===== src/rtl/dsp_mac_sequencer.sv =====
// Streaming MAC controller for a DSP48A1 slice. It feeds A/B/OPMODE so that P
// accumulates one vector's dot product, then tracks P to return the result.
module dsp_mac_sequencer #(
  parameter int PIPE_LAT = 3,
  parameter int CNT_W    = 16
) (
  input  logic             clk,
  input  logic             rst_n,
  input  logic             in_valid,
  output logic             in_ready,
  input  logic [17:0]      in_a,
  input  logic [17:0]      in_b,
  input  logic             in_sub,
  input  logic             in_last,
  output logic [17:0]      dsp_a,
  output logic [17:0]      dsp_b,
  output logic [7:0]       dsp_opmode,
  output logic             dsp_rst,
  input  logic [47:0]      dsp_p,
  input  logic             dsp_carryout,
  output logic             res_valid,
  input  logic             res_ready,
  output logic [47:0]      res_data,
  output logic [CNT_W-1:0] res_len,
  output logic             res_carry
);

  localparam logic [1:0] ACCUM = 2'd0;
  localparam logic [1:0] DRAIN = 2'd1;
  localparam logic [1:0] HOLD  = 2'd2;

  localparam logic [CNT_W-1:0] CNT_MAX = {CNT_W{1'b1}};

  logic [1:0]          state_reg;
  logic [1:0]          state_next;
  logic [1:0]          rst_sync_reg;
  logic                accept;
  logic                res_fire;

  logic                first_reg;
  logic                acc_d_reg;
  logic                first_d_reg;
  logic                last_d_reg;
  logic                sub_d_reg;
  logic [7:0]          opmode_next;

  logic [17:0]         dsp_a_reg;
  logic [17:0]         dsp_b_reg;
  logic [7:0]          dsp_opmode_reg;

  logic [PIPE_LAT-1:0] pipe_valid_reg;
  logic [PIPE_LAT-1:0] pipe_first_reg;
  logic [PIPE_LAT-1:0] pipe_last_reg;
  logic [PIPE_LAT-1:0] pipe_valid_next;
  logic [PIPE_LAT-1:0] pipe_first_next;
  logic [PIPE_LAT-1:0] pipe_last_next;
  logic                land_valid;
  logic                land_first;
  logic                land_last;

  logic                sticky_reg;
  logic [CNT_W-1:0]    count_reg;
  logic [47:0]         res_data_reg;
  logic [CNT_W-1:0]    res_len_reg;
  logic                res_carry_reg;

  // Slice reset releases on the 2nd edge after rst_n rises; input opens with it.
  assign dsp_rst  = ~rst_sync_reg[1];
  assign in_ready = (state_reg == ACCUM) && !dsp_rst;
  assign accept   = in_valid && in_ready;
  assign res_valid = (state_reg == HOLD);
  assign res_fire = res_valid && res_ready;

  assign dsp_a      = dsp_a_reg;
  assign dsp_b      = dsp_b_reg;
  assign dsp_opmode = dsp_opmode_reg;
  assign res_data   = res_data_reg;
  assign res_len    = res_len_reg;
  assign res_carry  = res_carry_reg;

  // The first product of a vector uses Z=0 so stale P never leaks in.
  always_comb begin
    opmode_next = 8'h08;
    if (acc_d_reg) begin
      opmode_next = {sub_d_reg, 3'b000, ~first_d_reg, 3'b001};
    end
  end

  // The landing pipe is fed from the delayed accept so its tail lines up
  // with the cycle in which P shows the tagged element.
  genvar gi;
  generate
    for (gi = 0; gi < PIPE_LAT; gi++) begin : g_pipe
      if (gi == 0) begin : g_head
        assign pipe_valid_next[gi] = acc_d_reg;
        assign pipe_first_next[gi] = first_d_reg;
        assign pipe_last_next[gi]  = last_d_reg;
      end else begin : g_tail
        assign pipe_valid_next[gi] = pipe_valid_reg[gi-1];
        assign pipe_first_next[gi] = pipe_first_reg[gi-1];
        assign pipe_last_next[gi]  = pipe_last_reg[gi-1];
      end
    end
  endgenerate

  assign land_valid = pipe_valid_reg[PIPE_LAT-1];
  assign land_first = pipe_first_reg[PIPE_LAT-1];
  assign land_last  = pipe_last_reg[PIPE_LAT-1];

  always_comb begin
    state_next = state_reg;
    case (state_reg)
      ACCUM:   if (accept && in_last) state_next = DRAIN;
      DRAIN:   if (land_valid && land_last) state_next = HOLD;
      HOLD:    if (res_fire) state_next = ACCUM;
      default: state_next = ACCUM;
    endcase
  end

  always_ff @(posedge clk or negedge rst_n) begin
    if (!rst_n) begin
      rst_sync_reg <= 2'b00;
      state_reg    <= ACCUM;
    end else begin
      rst_sync_reg <= {rst_sync_reg[0], 1'b1};
      state_reg    <= state_next;
    end
  end

  always_ff @(posedge clk or negedge rst_n) begin
    if (!rst_n) begin
      dsp_a_reg      <= '0;
      dsp_b_reg      <= '0;
      dsp_opmode_reg <= 8'h00;
      first_reg      <= 1'b1;
      acc_d_reg      <= 1'b0;
      first_d_reg    <= 1'b0;
      last_d_reg     <= 1'b0;
      sub_d_reg      <= 1'b0;
      count_reg      <= '0;
    end else begin
      acc_d_reg      <= accept;
      first_d_reg    <= first_reg;
      last_d_reg     <= in_last;
      sub_d_reg      <= in_sub;
      dsp_opmode_reg <= opmode_next;
      if (accept) begin
        dsp_a_reg <= in_a;
        dsp_b_reg <= in_b;
        first_reg <= 1'b0;
        if (count_reg != CNT_MAX) count_reg <= count_reg + CNT_W'(1);
      end
      if (res_fire) begin
        first_reg <= 1'b1;
        count_reg <= '0;
      end
    end
  end

  always_ff @(posedge clk or negedge rst_n) begin
    if (!rst_n) begin
      pipe_valid_reg <= '0;
      pipe_first_reg <= '0;
      pipe_last_reg  <= '0;
    end else begin
      pipe_valid_reg <= pipe_valid_next;
      pipe_first_reg <= pipe_first_next;
      pipe_last_reg  <= pipe_last_next;
    end
  end

  // A single-element vector must not inherit the previous vector's sticky carry.
  always_ff @(posedge clk or negedge rst_n) begin
    if (!rst_n) begin
      sticky_reg    <= 1'b0;
      res_data_reg  <= '0;
      res_len_reg   <= '0;
      res_carry_reg <= 1'b0;
    end else if (land_valid) begin
      sticky_reg <= land_first ? dsp_carryout : (sticky_reg | dsp_carryout);
      if (land_last) begin
        res_data_reg  <= dsp_p;
        res_len_reg   <= count_reg;
        res_carry_reg <= (land_first ? 1'b0 : sticky_reg) | dsp_carryout;
      end
    end
  end

endmodule


===== config.mk =====
export PLATFORM = sky130hd
export DESIGN_NAME = dsp_mac_sequencer
export DESIGN_NICKNAME = d
export VERILOG_FILES = /design/src/rtl/dsp_mac_sequencer.sv
export SDC_FILE = /design/constraint.sdc
export NUM_CORES = 1
export LEC_CHECK = 0
export ABC_AREA = 1
export BUFFER_PORTS_ARGS = -buffer_cell sky130_fd_sc_hd__buf_2
export CORE_MARGIN = 2
export CORE_UTILIZATION = 49
export DETAILED_ROUTE_END_ITERATION = 10
export GPL_ROUTABILITY_DRIVEN = 0
export PLACE_DENSITY = 0.79
export SETUP_SLACK_MARGIN = 0.5
export SYNTH_ARGS = -nofsm -noshare
export SYNTH_HDL_FRONTEND = slang
export SYNTH_SLANG_ARGS = --single-unit

===== constraint.sdc =====
create_clock -name clk -period 1.55 [get_ports clk]
set_input_delay 0.155 -clock clk [delete_from_list [all_inputs] [get_ports clk]]
set_output_delay 0.155 -clock clk [all_outputs]
set_load 0.02 [all_outputs]

==> results.py, run 1 <==
metrics = {
    "power_and_ir_drop": {
        "pwr-share-clk_pct": 21.2,
        "p_sw_uw": 7230,
        "leakage_uw": 0.00511,
        "power.density_mw_per_mm2": 1950,
        "seqPwrFrac_pct": 33.8,
        "p_comb_share_pct": 45.0,
        "ir_drop_uv": 1200,
        "switching_share_pct": 38.8,
        "p_int_uw": 11400,
    },
    "placement": {
        "detailed_place_hpwl_um": 9240,
        "io_buffers": 197,
        "postPlaceCellArea_mm2": 0.00681,
    },
    "detailed_routing": {
        "drtAntennaViolNets": 0,
        "drcViolationCount": 0,
        "finalWirelength_um": 22300,
        "drt-vias-per-instance": 5.25,
        "dr.pass1.iters": 7,
        "drtIter0Drc": 525,
        "wl_per_cell_um": 19.5,
        "vias": 6021,
    },
    "die": {
        "coreArea_mm2": 0.0109,
        "start_util_pct": 50.7,
        "ios": 203,
        "die_height_um": 110,
        "std_cell_rows": 38,
        "fp.dieArea_mm2": 0.0122,
        "fp.dieW_um": 110,
    },
    "clocking": {
        "cts.path.max_buffers": 2,
        "numCtsBuffers": 17,
        "clock-sinks": 138,
        "cts_tree": "built",
        "cts-htree-levels": 4,
        "cts_root_buffer": "clkbuf_16",
        "clk_latency_ns": 0.41,
        "clk_pin_slew_worst_paths_ns": 0.06,
    },
    "yosys": {
        "synth_warnings": 0,
        "synth_seq_cells": 138,
        "synth_cell_type_count": 27,
        "synth_edf_count": 0,
        "syn_area_mm2": 0.00555,
        "synthArstFlopShare_pct": 100,
        "ys.flop_type": "dfrtp_1",
        "syn_inst": 636,
        "ys_seq_area_share_pct": 62.3,
        "synth_area_per_cell_um2": 8.72,
    },
    "sta": {
        "hold_violations": 0,
        "hold_ws_ns": 0.0436,
        "slew_violations": 0,
        "period_share_pct": 95.4,
        "fmax_mhz": 676,
        "period_minus_slack_ns": 1.48,
        "setup_viol": 0,
        "rsz0062_at_grt": "true",
        "clock_skew_ns": 0.00935,
        "tns_ns": 0,
    },
    "setup_path": {
        "crit_path_end": "count_reg[5]",
        "startpoint_type": "flip-flop",
        "crit_path_start": "count_reg[1]",
        "cp_max_fo": 9,
        "r2r-start": "count_reg[1]",
        "path_class": "reg2reg",
        "required_ns": 1.89,
        "r2r_slack_ns": 0.07,
        "ff2ff_path_depth": 9,
        "r2r_end": "count_reg[5]",
        "end_kind": "flip-flop",
        "critPathArrivalTime_ns": 1.81,
    },
    "global_route": {
        "grt_max_degree": 50,
        "overflow": 0,
        "grtUsageTotal_pct": 29.5,
        "antenna_found_initial": 1,
        "grt_pass1_vias": 5769,
        "grt_pass1_wl_um": 28900,
    },
    "flow_run": {
        "maxCapViolations": 0,
    },
    "cells_and_area": {
        "largest_reg_flops": 48,
        "regArea_mm2": 0.00346,
        "stdcell_area_mm2": 0.00958,
        "fin_nets": 1085,
        "fillers": 503,
        "areaGrowthSynthToFinish_pct": 72.7,
        "multi_input_area_mm2": 0.00190,
        "drive_gt1_share_pct": 35.4,
    },
    "status": {
        "status": "finished, final reports clean",
    },
    "worst_hold_path": {
        "hold_path.class": "in2reg",
    },
}
[kinds of logic after synthesis]
family | Yosys count | share of synthesized area (%)
simple gates | 404 | 28.6
flops | 138 | 62.3
buf+inv | 57 | 4.89
compound gates | 34 | 3.90
other cells | 2 | 0.135
fa+ha+maj | 1 | 0.225
[layout by cell type (no fill, tap or decap), types with 6 or more instances in the layout]
cell type	n
clkbuf_16	21
buf_4	63
dfrtp_1	134
buf_6	107
nand2_1	343
nand2_2	15
conb_1	6
buf_12	10
o21ai_2	7
inv_1	20
nor2_1	25
nand3_1	7
buf_2	89
o21ai_0	18
dlygate4sd3_1	87
inv_6	7
[cell usage after synthesis, drive strengths merged, types with 2 or more instances]
cell type | number | area (um2)
a21oi | 4 | 20.0
buf | 20 | 133
clkbuf | 10 | 37.5
conb | 2 | 7.51
dfrtp | 137 | 3430
inv | 27 | 101
nand2 | 360 | 1370
nand3 | 10 | 55.1
nor2 | 32 | 138
o21ai | 26 | 156
o21bai | 2 | 26.3
[power by group through the flow]
stage          clock network (uW)  logic, uW  registers, uW
4_1_cts                      3930       6990           6080
3_5_place_dp                    0       5170           5810
3_3_place_gp                    0       5050           5770
2_1_floorplan                   0       1650           7320
5_1_grt                      4190       8800           6400
6_report                     3960       8400           6300
[repair_timing]
| action | in CTS | in global routing |
|---|---|---|
| cloned | 0 | 6 |
| buffers inserted | 13 | 40 |
| resized for setup | 227 | 31 |
| pin swaps | 2 | 4 |
| endpoints found under the setup margin | 227 | 219 |
| hold buffers | 87 | 0 |
| hold endpoints to repair | 224 | 0 |
[stage by stage]
stage               setup slack (ns)  power [uW]  std cells  util (%)
floorplan                      0.124        8970        640         -
global placement               0.127       10800        968      62.3
detailed placement            0.0977       11000        968      62.3
CTS                            0.111       17000       1100      82.9
global route                  0.0104       19400       1147      87.6
finish                        0.0711       18700       1147      87.6
[worst max-delay path, stage by stage (launching register included)]
cell	delay, ns
dfrtp_1	0.38
ha_2	0.20
nand2_2	0.10
nor2_4	0.05
nand2_2	0.10
nor2_4	0.04
o21bai_4	0.22
buf_12	0.17
nand2_1	0.07
o21ai_2	0.07
[worst min-delay path by stage]
stage | slack [ns] | startpoint | to | depth (start not counted)
after floorplan | -0.14 | rst_n | acc_d_reg | 0
after global placement | 0.06 | rst_n | res_len[10] | 1
after detailed placement | 0.06 | rst_n | res_len[12] | 1
after CTS | 0.03 | res_ready | state_reg[1] | 4
after global routing | 0.05 | res_ready | first_reg | 3
final | 0.04 | res_ready | state_reg[1] | 4
[layout make-up]
type                            instances  share of cell area [%]
Sequential cell                       138                    36.1
Timing Repair Buffer                  364                    35.0
Multi-Input combinational cell        445                    19.9
Clock buffer                           19                    4.62
Tap cell                              140                    1.83
Clock inverter                         13                    1.36
Inverter                               27                    1.21
Antenna cell                            1                  0.0261
[metal layers]
layer / part of all wire, % / routed length, um / global-route usage (%)
met5: 0 / 0 / 0
met3: 6.3 / 1420 / 7.19
met4: 6.9 / 1540 / 12.9
met1: 36 / 8140 / 34.4
met2: 50 / 11200 / 51.9
(Power assumes the default switching activity.)
==> inputs of run 2 (changes only) <==
--- a/config.mk
+++ b/config.mk
@@ -5,13 +5,12 @@
 export SDC_FILE = /design/constraint.sdc
 export NUM_CORES = 1
 export LEC_CHECK = 0
-export ABC_AREA = 1
 export BUFFER_PORTS_ARGS = -buffer_cell sky130_fd_sc_hd__buf_2
 export CORE_MARGIN = 2
 export CORE_UTILIZATION = 49
 export DETAILED_ROUTE_END_ITERATION = 10
 export GPL_ROUTABILITY_DRIVEN = 0
-export PLACE_DENSITY = 0.79
+export PLACE_DENSITY = 0.8
 export SETUP_SLACK_MARGIN = 0.5
 export SYNTH_ARGS = -nofsm -noshare
 export SYNTH_HDL_FRONTEND = slang
==> results.py, run 2 <==
metrics = {
    "clocking": {
        "cts.path.max_buffers": 2,
        "post_cts_resized": 336,
        "post_cts_buffers": 90,
        "clock-sinks": 138,
        "cts_root_buffer": "clkbuf_8",
        "cts-htree-levels": 4,
        "cts_hold_buf": 89,
        "numCtsBuffers": 17,
    },
    "yosys": {
        "synth_top_cell_by_area": "dfrtp_1",
        "ys.flop_type": "dfrtp_1",
        "syn_area_mm2": 0.00534,
        "synth_warnings": 0,
        "synth_top_cell_area_share_pct": 64.2,
        "synth_area_per_cell_um2": 14.7,
        "synth_seq_cells": 138,
        "yosys.cell_count.top_type": "dfrtp_1",
        "syn_inst": 364,
        "synth_edf_count": 0,
        "synth_cell_type_count": 41,
        "yosys-top-cells-count": "137 x dfrtp_1, 100 x mux2_2, 16 x nand2_1",
        "ys_seq_area_share_pct": 64.7,
        "synthTopCellsByArea": "dfrtp_1 64%, mux2_2 21%, o21ai_0 1.3%",
        "synthArstFlopShare_pct": 100,
    },
    "placement": {
        "detailed_place_hpwl_um": 8720,
        "place_inst": 715,
        "io_buffers": 197,
    },
    "die": {
        "die_height_um": 108,
        "fp.dieW_um": 108,
        "start_util_pct": 49.7,
        "std_cell_rows": 38,
        "ios": 203,
    },
    "status": {
        "haltStage": "clock tree synthesis",
        "first-error": "[ERROR DPL-0038] Utilization greater than 100%, impossible to legalize",
        "status": "aborted with a tool error",
    },
}
## run 2: changes by cell type after synthesis, sizes merged, moves of 7 or more
cell    delta
inv       -24
nand2    -344
clkbuf     -7
o21ai      -9
nor2      -21
mux2     +100
## run 2: logic make-up after synthesis
| logic type | after synthesis | share of synthesized area, % |
|---|---|---|
| AND/OR/NAND/NOR | 58 | 6.21 |
| buffers and inverters | 24 | 2.44 |
| multiplexers | 100 | 21.1 |
| other | 2 | 0.141 |
| flip-flops | 138 | 64.7 |
| adder cells (fa/ha/maj) | 1 | 0.234 |
| AO/OA/AOI/OAI | 38 | 4.75 |
| XOR/XNOR | 3 | 0.492 |
## run 2: per-stage QoR
step	setup WS [ns]	TNS (ns)	hold WS [ns]	area, um2
3_5_place_dp	-0.0196	-0.0196	0.158	7030
3_3_place_gp	0.0706	0	0.152	7030
2_1_floorplan	0.0990	0	-0.141	5780
==> inputs of run 3 (changes only) <==
--- a/config.mk
+++ b/config.mk
@@ -7,11 +7,10 @@
 export LEC_CHECK = 0
 export BUFFER_PORTS_ARGS = -buffer_cell sky130_fd_sc_hd__buf_2
 export CORE_MARGIN = 2
-export CORE_UTILIZATION = 49
+export CORE_UTILIZATION = 40
 export DETAILED_ROUTE_END_ITERATION = 10
 export GPL_ROUTABILITY_DRIVEN = 0
-export PLACE_DENSITY = 0.8
-export SETUP_SLACK_MARGIN = 0.5
+export PLACE_DENSITY_LB_ADDON = 0.15
 export SYNTH_ARGS = -nofsm -noshare
 export SYNTH_HDL_FRONTEND = slang
 export SYNTH_SLANG_ARGS = --single-unit
==> results.py, run 3 <==
metrics = {
    "status": {
        "status": "finished, violations left",
        "violations": "setup timing",
    },
    "yosys": {
        "synth_cell_type_count": 41,
        "yosys-top-cells-count": "137 x dfrtp_1, 100 x mux2_2, 16 x nand2_1",
        "ys_seq_area_share_pct": 64.7,
        "ys.flop_type": "dfrtp_1",
        "synth_edf_count": 0,
        "synth_warnings": 0,
        "synthArstFlopShare_pct": 100,
        "synth_seq_cells": 138,
        "syn_inst": 364,
        "synthTopCellsByArea": "dfrtp_1 64%, mux2_2 21%, o21ai_0 1.3%",
        "syn_area_mm2": 0.00534,
        "synth_top_cell_by_area": "dfrtp_1",
        "synth_top_cell_area_share_pct": 64.2,
        "yosys.cell_count.top_type": "dfrtp_1",
        "synth_area_per_cell_um2": 14.7,
    },
    "clocking": {
        "numCtsBuffers": 17,
        "cts_root_buffer": "clkbuf_16",
        "clock-sinks": 138,
        "cts-htree-levels": 4,
        "clk_latency_ns": 0.41,
        "cts_tree": "built",
        "clk_pin_slew_worst_paths_ns": 0.05,
        "cts.path.max_buffers": 2,
    },
    "sta": {
        "slew_violations": 0,
        "period_share_pct": 101,
        "clock_skew_ns": 0.00622,
        "hold_violations": 0,
        "period_minus_slack_ns": 1.57,
        "tns_ns": -0.0185,
        "fmax_mhz": 638,
        "fin_ws_ns": -0.0185,
        "setup_viol": 1,
        "rsz0062_at_grt": "true",
    },
    "detailed_routing": {
        "wl_per_cell_um": 15.2,
        "drt-vias-per-instance": 4.75,
        "finalWirelength_um": 13600,
        "drtIter0Drc": 166,
        "dr.pass1.iters": 4,
        "drtAntennaViolNets": 0,
        "drcViolationCount": 0,
        "vias": 4225,
    },
    "setup_path": {
        "end_kind": "flip-flop",
        "cp_max_fo": 5,
        "cp_slowest_cell": "dfrtp_1",
        "startpoint_type": "flip-flop",
        "cp_num_buf_inv": 0,
        "slowest_delay_ns": 0.43,
        "critPathArrivalTime_ns": 1.91,
        "path_cells": "ha_4 -> nand2_4 -> nor2_4 -> nand3_2 -> or3_4 -> a21oi_2",
        "path_class": "reg2reg",
        "required_ns": 1.89,
        "path_delay_family": "simple AND/OR/NAND/NOR gates",
    },
    "placement": {
        "detailed_place_hpwl_um": 8500,
        "io_buffers": 197,
        "place_inst": 761,
    },
    "global_route": {
        "grt_pass1_vias": 4299,
        "antenna_found_initial": 0,
        "overflow": 0,
        "grtUsageTotal_pct": 18.7,
        "grt_max_degree": 45,
        "grt_pass1_wl_um": 20900,
    },
    "power_and_ir_drop": {
        "power.density_mw_per_mm2": 1780,
        "leakage_uw": 0.00424,
        "ir_drop_uv": 958,
    },
    "cells_and_area": {
        "layout_commonest_cell": "buf_2",
        "largest_reg_flops": 48,
        "fin_nets": 793,
        "fillers": 959,
        "layout_common_cells": "195 x buf_2, 135 x dfrtp_1, 89 x dlygate4sd3_1",
        "diodes": 0,
        "final_cells": 890,
        "drive_gt1_share_pct": 56.9,
        "areaGrowthSynthToFinish_pct": 63.7,
    },
    "die": {
        "fp.dieArea_mm2": 0.0143,
        "start_util_pct": 40.7,
        "ios": 203,
        "std_cell_rows": 42,
        "die_height_um": 120,
        "coreArea_mm2": 0.0131,
        "fp.dieW_um": 120,
    },
    "worst_hold_path": {
        "hold_path.class": "in2reg",
    },
    "flow_run": {
        "maxCapViolations": 0,
    },
}
[run 3: cell counts after synthesis]
No cell type changed its count.
[run 3: cells by family after synthesis]
family	Yosys count	synth area share (%)
AO/OA/AOI/OAI	38	4.75
XOR/XNOR	3	0.492
adder cells (fa/ha/maj)	1	0.234
buffers and inverters	24	2.44
flip-flops	138	64.7
multiplexers	100	21.1
other	2	0.141
AND/OR/NAND/NOR	58	6.21
[run 3: what timing repair did]
action,4_1_cts,5_1_grt
endpoints found under the hold margin,125,0
endpoints found under the setup margin,10,49
gates cloned,0,2
pin swaps,1,13
gates resized for setup,3,63
buffers inserted,0,7
hold buffers,89,0
[run 3: worst paths after layout]
| kind | startpoint | to | slack (ns) | cells past startpoint |
|---|---|---|---|---|
| worst max-delay path | count_reg[1] | count_reg[8] | -0.02 | 6 |
| worst min-delay path | in_valid | first_reg | 0.11 | 3 |
| worst max register to register | count_reg[1] | count_reg[8] | -0.02 | 6 |
| worst min register to register | pipe_valid_reg[1] | pipe_valid_reg[2] | 0.35 | 0 |
| max in group asynchronous | rst_n | dsp_b[4] | 0.71 | 3 |
| min in group asynchronous | rst_n | res_data[37] | 0.25 | 2 |
[run 3: worst min-delay path, delay by kind of cell]
family,cells,cell delay (ns)
and+or+nand+nor,1,0.10
buffers and inverters,1,0.11
AOI/OAI and AO/OA,1,0.12
[run 3: metal layers]
layer / global-route usage, % / vias up / routed length [um]
li1: - / 1964 / -
met4: 7.72 / 0 / 211
met1: 22.6 / 2082 / 5720
met3: 6.61 / 16 / 1020
met5: 0 / - / 0
met2: 30.4 / 163 / 6620
[run 3: area by class of cell]
type | instances | area, um2 | area share (%)
sequential | 138 | 3460 | 39.5
timing repair buffer | 334 | 2380 | 27.2
multi-input combinational | 206 | 2040 | 23.3
clock buffer | 24 | 462 | 5.28
tap | 176 | 220 | 2.52
clock inverter | 8 | 168 | 1.92
inverter | 4 | 17.5 | 0.200
[run 3: where the power goes]
group	leakage [uW]	switching (uW)	internal, uW
registers	0.00169	734	4950
logic	0.00225	2950	2600
clock network	0.000302	1400	2890
[run 3: stage by stage]
stage          hold WS (ns)  utilization, %  total power (uW)  instance area, um2  setup slack, ns
2_1_floorplan        -0.141               -              8610                5360          0.00499
3_3_place_gp         0.0920            52.2             10400                6850          -0.0623
3_5_place_dp         0.0965            52.2             10600                6850          -0.0758
4_1_cts              0.0799            63.8             15100                8390          -0.0496
5_1_grt               0.102            66.6             16300                8740          -0.0980
6_report              0.110            66.6             15500                8740          -0.0185
==> inputs of run 4 (changes only) <==
--- a/config.mk
+++ b/config.mk
@@ -6,11 +6,14 @@
 export NUM_CORES = 1
 export LEC_CHECK = 0
 export BUFFER_PORTS_ARGS = -buffer_cell sky130_fd_sc_hd__buf_2
+export CORE_ASPECT_RATIO = 1.25
 export CORE_MARGIN = 2
 export CORE_UTILIZATION = 40
 export DETAILED_ROUTE_END_ITERATION = 10
 export GPL_ROUTABILITY_DRIVEN = 0
+export HOLD_SLACK_MARGIN = 0.02
 export PLACE_DENSITY_LB_ADDON = 0.15
+export RECOVER_POWER = 100
 export SYNTH_ARGS = -nofsm -noshare
 export SYNTH_HDL_FRONTEND = slang
 export SYNTH_SLANG_ARGS = --single-unit
==> results.py, run 4 (synthesis results as in run 3) <==
metrics = {
    "status": {
        "status": "finished, violations left",
        "violations": "setup timing",
    },
    "clocking": {
        "clock-sinks": 138,
        "clk_latency_ns": 0.41,
        "cts-htree-levels": 4,
        "numCtsBuffers": 17,
        "cts_tree": "built",
        "cts.path.max_buffers": 2,
        "clk_pin_slew_worst_paths_ns": 0.05,
        "cts_root_buffer": "clkbuf_16",
    },
    "detailed_routing": {
        "finalWirelength_um": 12700,
        "wl_per_cell_um": 14.6,
        "drtAntennaViolNets": 0,
        "vias": 4093,
        "dr.pass1.iters": 4,
        "drtIter0Drc": 155,
        "drcViolationCount": 0,
        "drt-vias-per-instance": 4.69,
    },
    "cells_and_area": {
        "largest_reg_flops": 48,
        "fin_nets": 781,
        "layout_common_cells": "194 x buf_2, 137 x dfrtp_1, 100 x mux2_2",
        "fillers": 1051,
        "drive_gt1_share_pct": 55.6,
        "diodes": 0,
        "layout_commonest_cell": "buf_2",
        "areaGrowthSynthToFinish_pct": 56.7,
    },
    "setup_path": {
        "critPathArrivalTime_ns": 1.85,
        "required_ns": 1.83,
        "crit_path_start": "state_reg[1]",
        "path_class": "reg2reg",
        "cp_slowest_cell": "dfrtp_1",
        "cpMostUsedCell": "nand3_2",
        "r2r-start": "state_reg[1]",
        "ff2ff_path_depth": 7,
        "path_delay_family": "simple AND/OR/NAND/NOR gates",
        "cp_max_fo": 5,
        "path_cells": "nor2_2 -> nand3_2 -> inv_4 -> nand3_2 -> a2111oi_4 -> xnor2_1 -> nor2_1",
        "r2r_slack_ns": -0.01,
        "r2r_end": "count_reg[9]",
        "cp_num_buf_inv": 1,
        "slowest_delay_ns": 0.42,
        "end_kind": "flip-flop",
        "startpoint_type": "flip-flop",
    },
    "placement": {
        "io_buffers": 197,
        "detailed_place_hpwl_um": 8290,
    },
    "sta": {
        "clock_skew_ns": 0.00953,
        "fmax_mhz": 640,
        "tightest_slew_ns": 0.884,
        "setup_viol": 1,
        "tns_ns": -0.0137,
        "period_minus_slack_ns": 1.56,
        "rsz0062_at_grt": "true",
        "fin_ws_ns": -0.0137,
        "slew_violations": 0,
        "slew_headroom_pct": 41.1,
        "hold_violations": 0,
        "period_share_pct": 101,
        "hold_ws_ns": 0.132,
    },
    "die": {
        "die_height_um": 133,
        "ios": 203,
        "fp.dieArea_mm2": 0.0143,
        "std_cell_rows": 47,
        "start_util_pct": 40.6,
        "fp.dieW_um": 107,
        "coreArea_mm2": 0.0132,
    },
    "global_route": {
        "grt_pass1_vias": 4351,
        "antenna_found_initial": 0,
        "grtUsageTotal_pct": 18.2,
        "overflow": 0,
        "grt_pass1_wl_um": 20600,
        "grt_max_degree": 59,
    },
    "worst_hold_path": {
        "hold_depth": 3,
        "min_to": "first_reg",
        "min_from": "in_valid",
        "hold_path.class": "in2reg",
    },
    "power_and_ir_drop": {
        "leakage_uw": 0.00402,
        "ir_drop_uv": 921,
        "power.density_mw_per_mm2": 1770,
    },
    "flow_run": {
        "maxCapViolations": 0,
    },
}
run 4: cell count changes in the layout (fill, tap and decap cells not counted), moves of 3 or more:
cell     previous run  this run
mux2_2             76       100
nand3_4             3         0
buf_12              7         2
buf_4              37        32
mux2_4             24         0
run 4: final cells by class:
cell class	count	area (um2)	share of cell area [%]
clock inverters	11	170	2.03
inverters	4	17.5	0.209
multi-input cells	206	1880	22.4
flip-flops and latches	138	3450	41.3
well taps	171	214	2.55
clock buffers	21	450	5.38
repair buffers	322	2190	26.1
run 4: worst register-to-register path, stage by stage (launching register included):
cell and delay, ns:
dfrtp_1 0.42, nor2_2 0.13, nand3_2 0.12, inv_4 0.11, nand3_2 0.14, a2111oi_4 0.26, xnor2_1 0.18, nor2_1 0.07
run 4: what timing repair did:
action	in CTS	in global routing
resized for setup	2	24
pin swaps	1	10
hold endpoints to repair	151	0
hold buffers	89	0
setup endpoints to repair	5	51
setup buffers	0	3
run 4: power breakdown:
| part | switching [uW] | internal, uW |
|---|---|---|
| combinational | 2820 | 2240 |
| clock | 1460 | 2730 |
| sequential | 647 | 4940 |
| total | 4930 | 9920 |
run 4: per-stage QoR:
step / utilization, % / setup slack [ns] / area [um2] / power (uW) / std cells
global placement: 51.3 / -0.0111 / 6760 / 10300 / 749
CTS: 62.8 / -0.0367 / 8280 / 14900 / 870
finish: 63.6 / -0.0137 / 8370 / 14800 / 873
global route: 63.6 / -0.0961 / 8370 / 15700 / 873
floorplan: - / 0.00499 / 5360 / 8610 / 368
detailed placement: 51.3 / -0.0546 / 6760 / 10500 / 749
run 4: worst max path at each step:
| stage | to | slack, ns | cells past startpoint |
|---|---|---|---|
| floorplan | count_reg[7] | 0.005 | 6 |
| detailed placement | count_reg[9] | -0.05 | 6 |
| CTS | count_reg[9] | -0.04 | 7 |
| finish | count_reg[9] | -0.01 | 7 |
| global placement | count_reg[13] | -0.01 | 6 |
| global route | count_reg[9] | -0.1 | 7 |
run 4: layer usage:
metal	routed length [um]	global-route usage [%]
met3	657	4.40
met4	241	7.12
met5	0	0
met1	4930	20.8
met2	6920	32.6
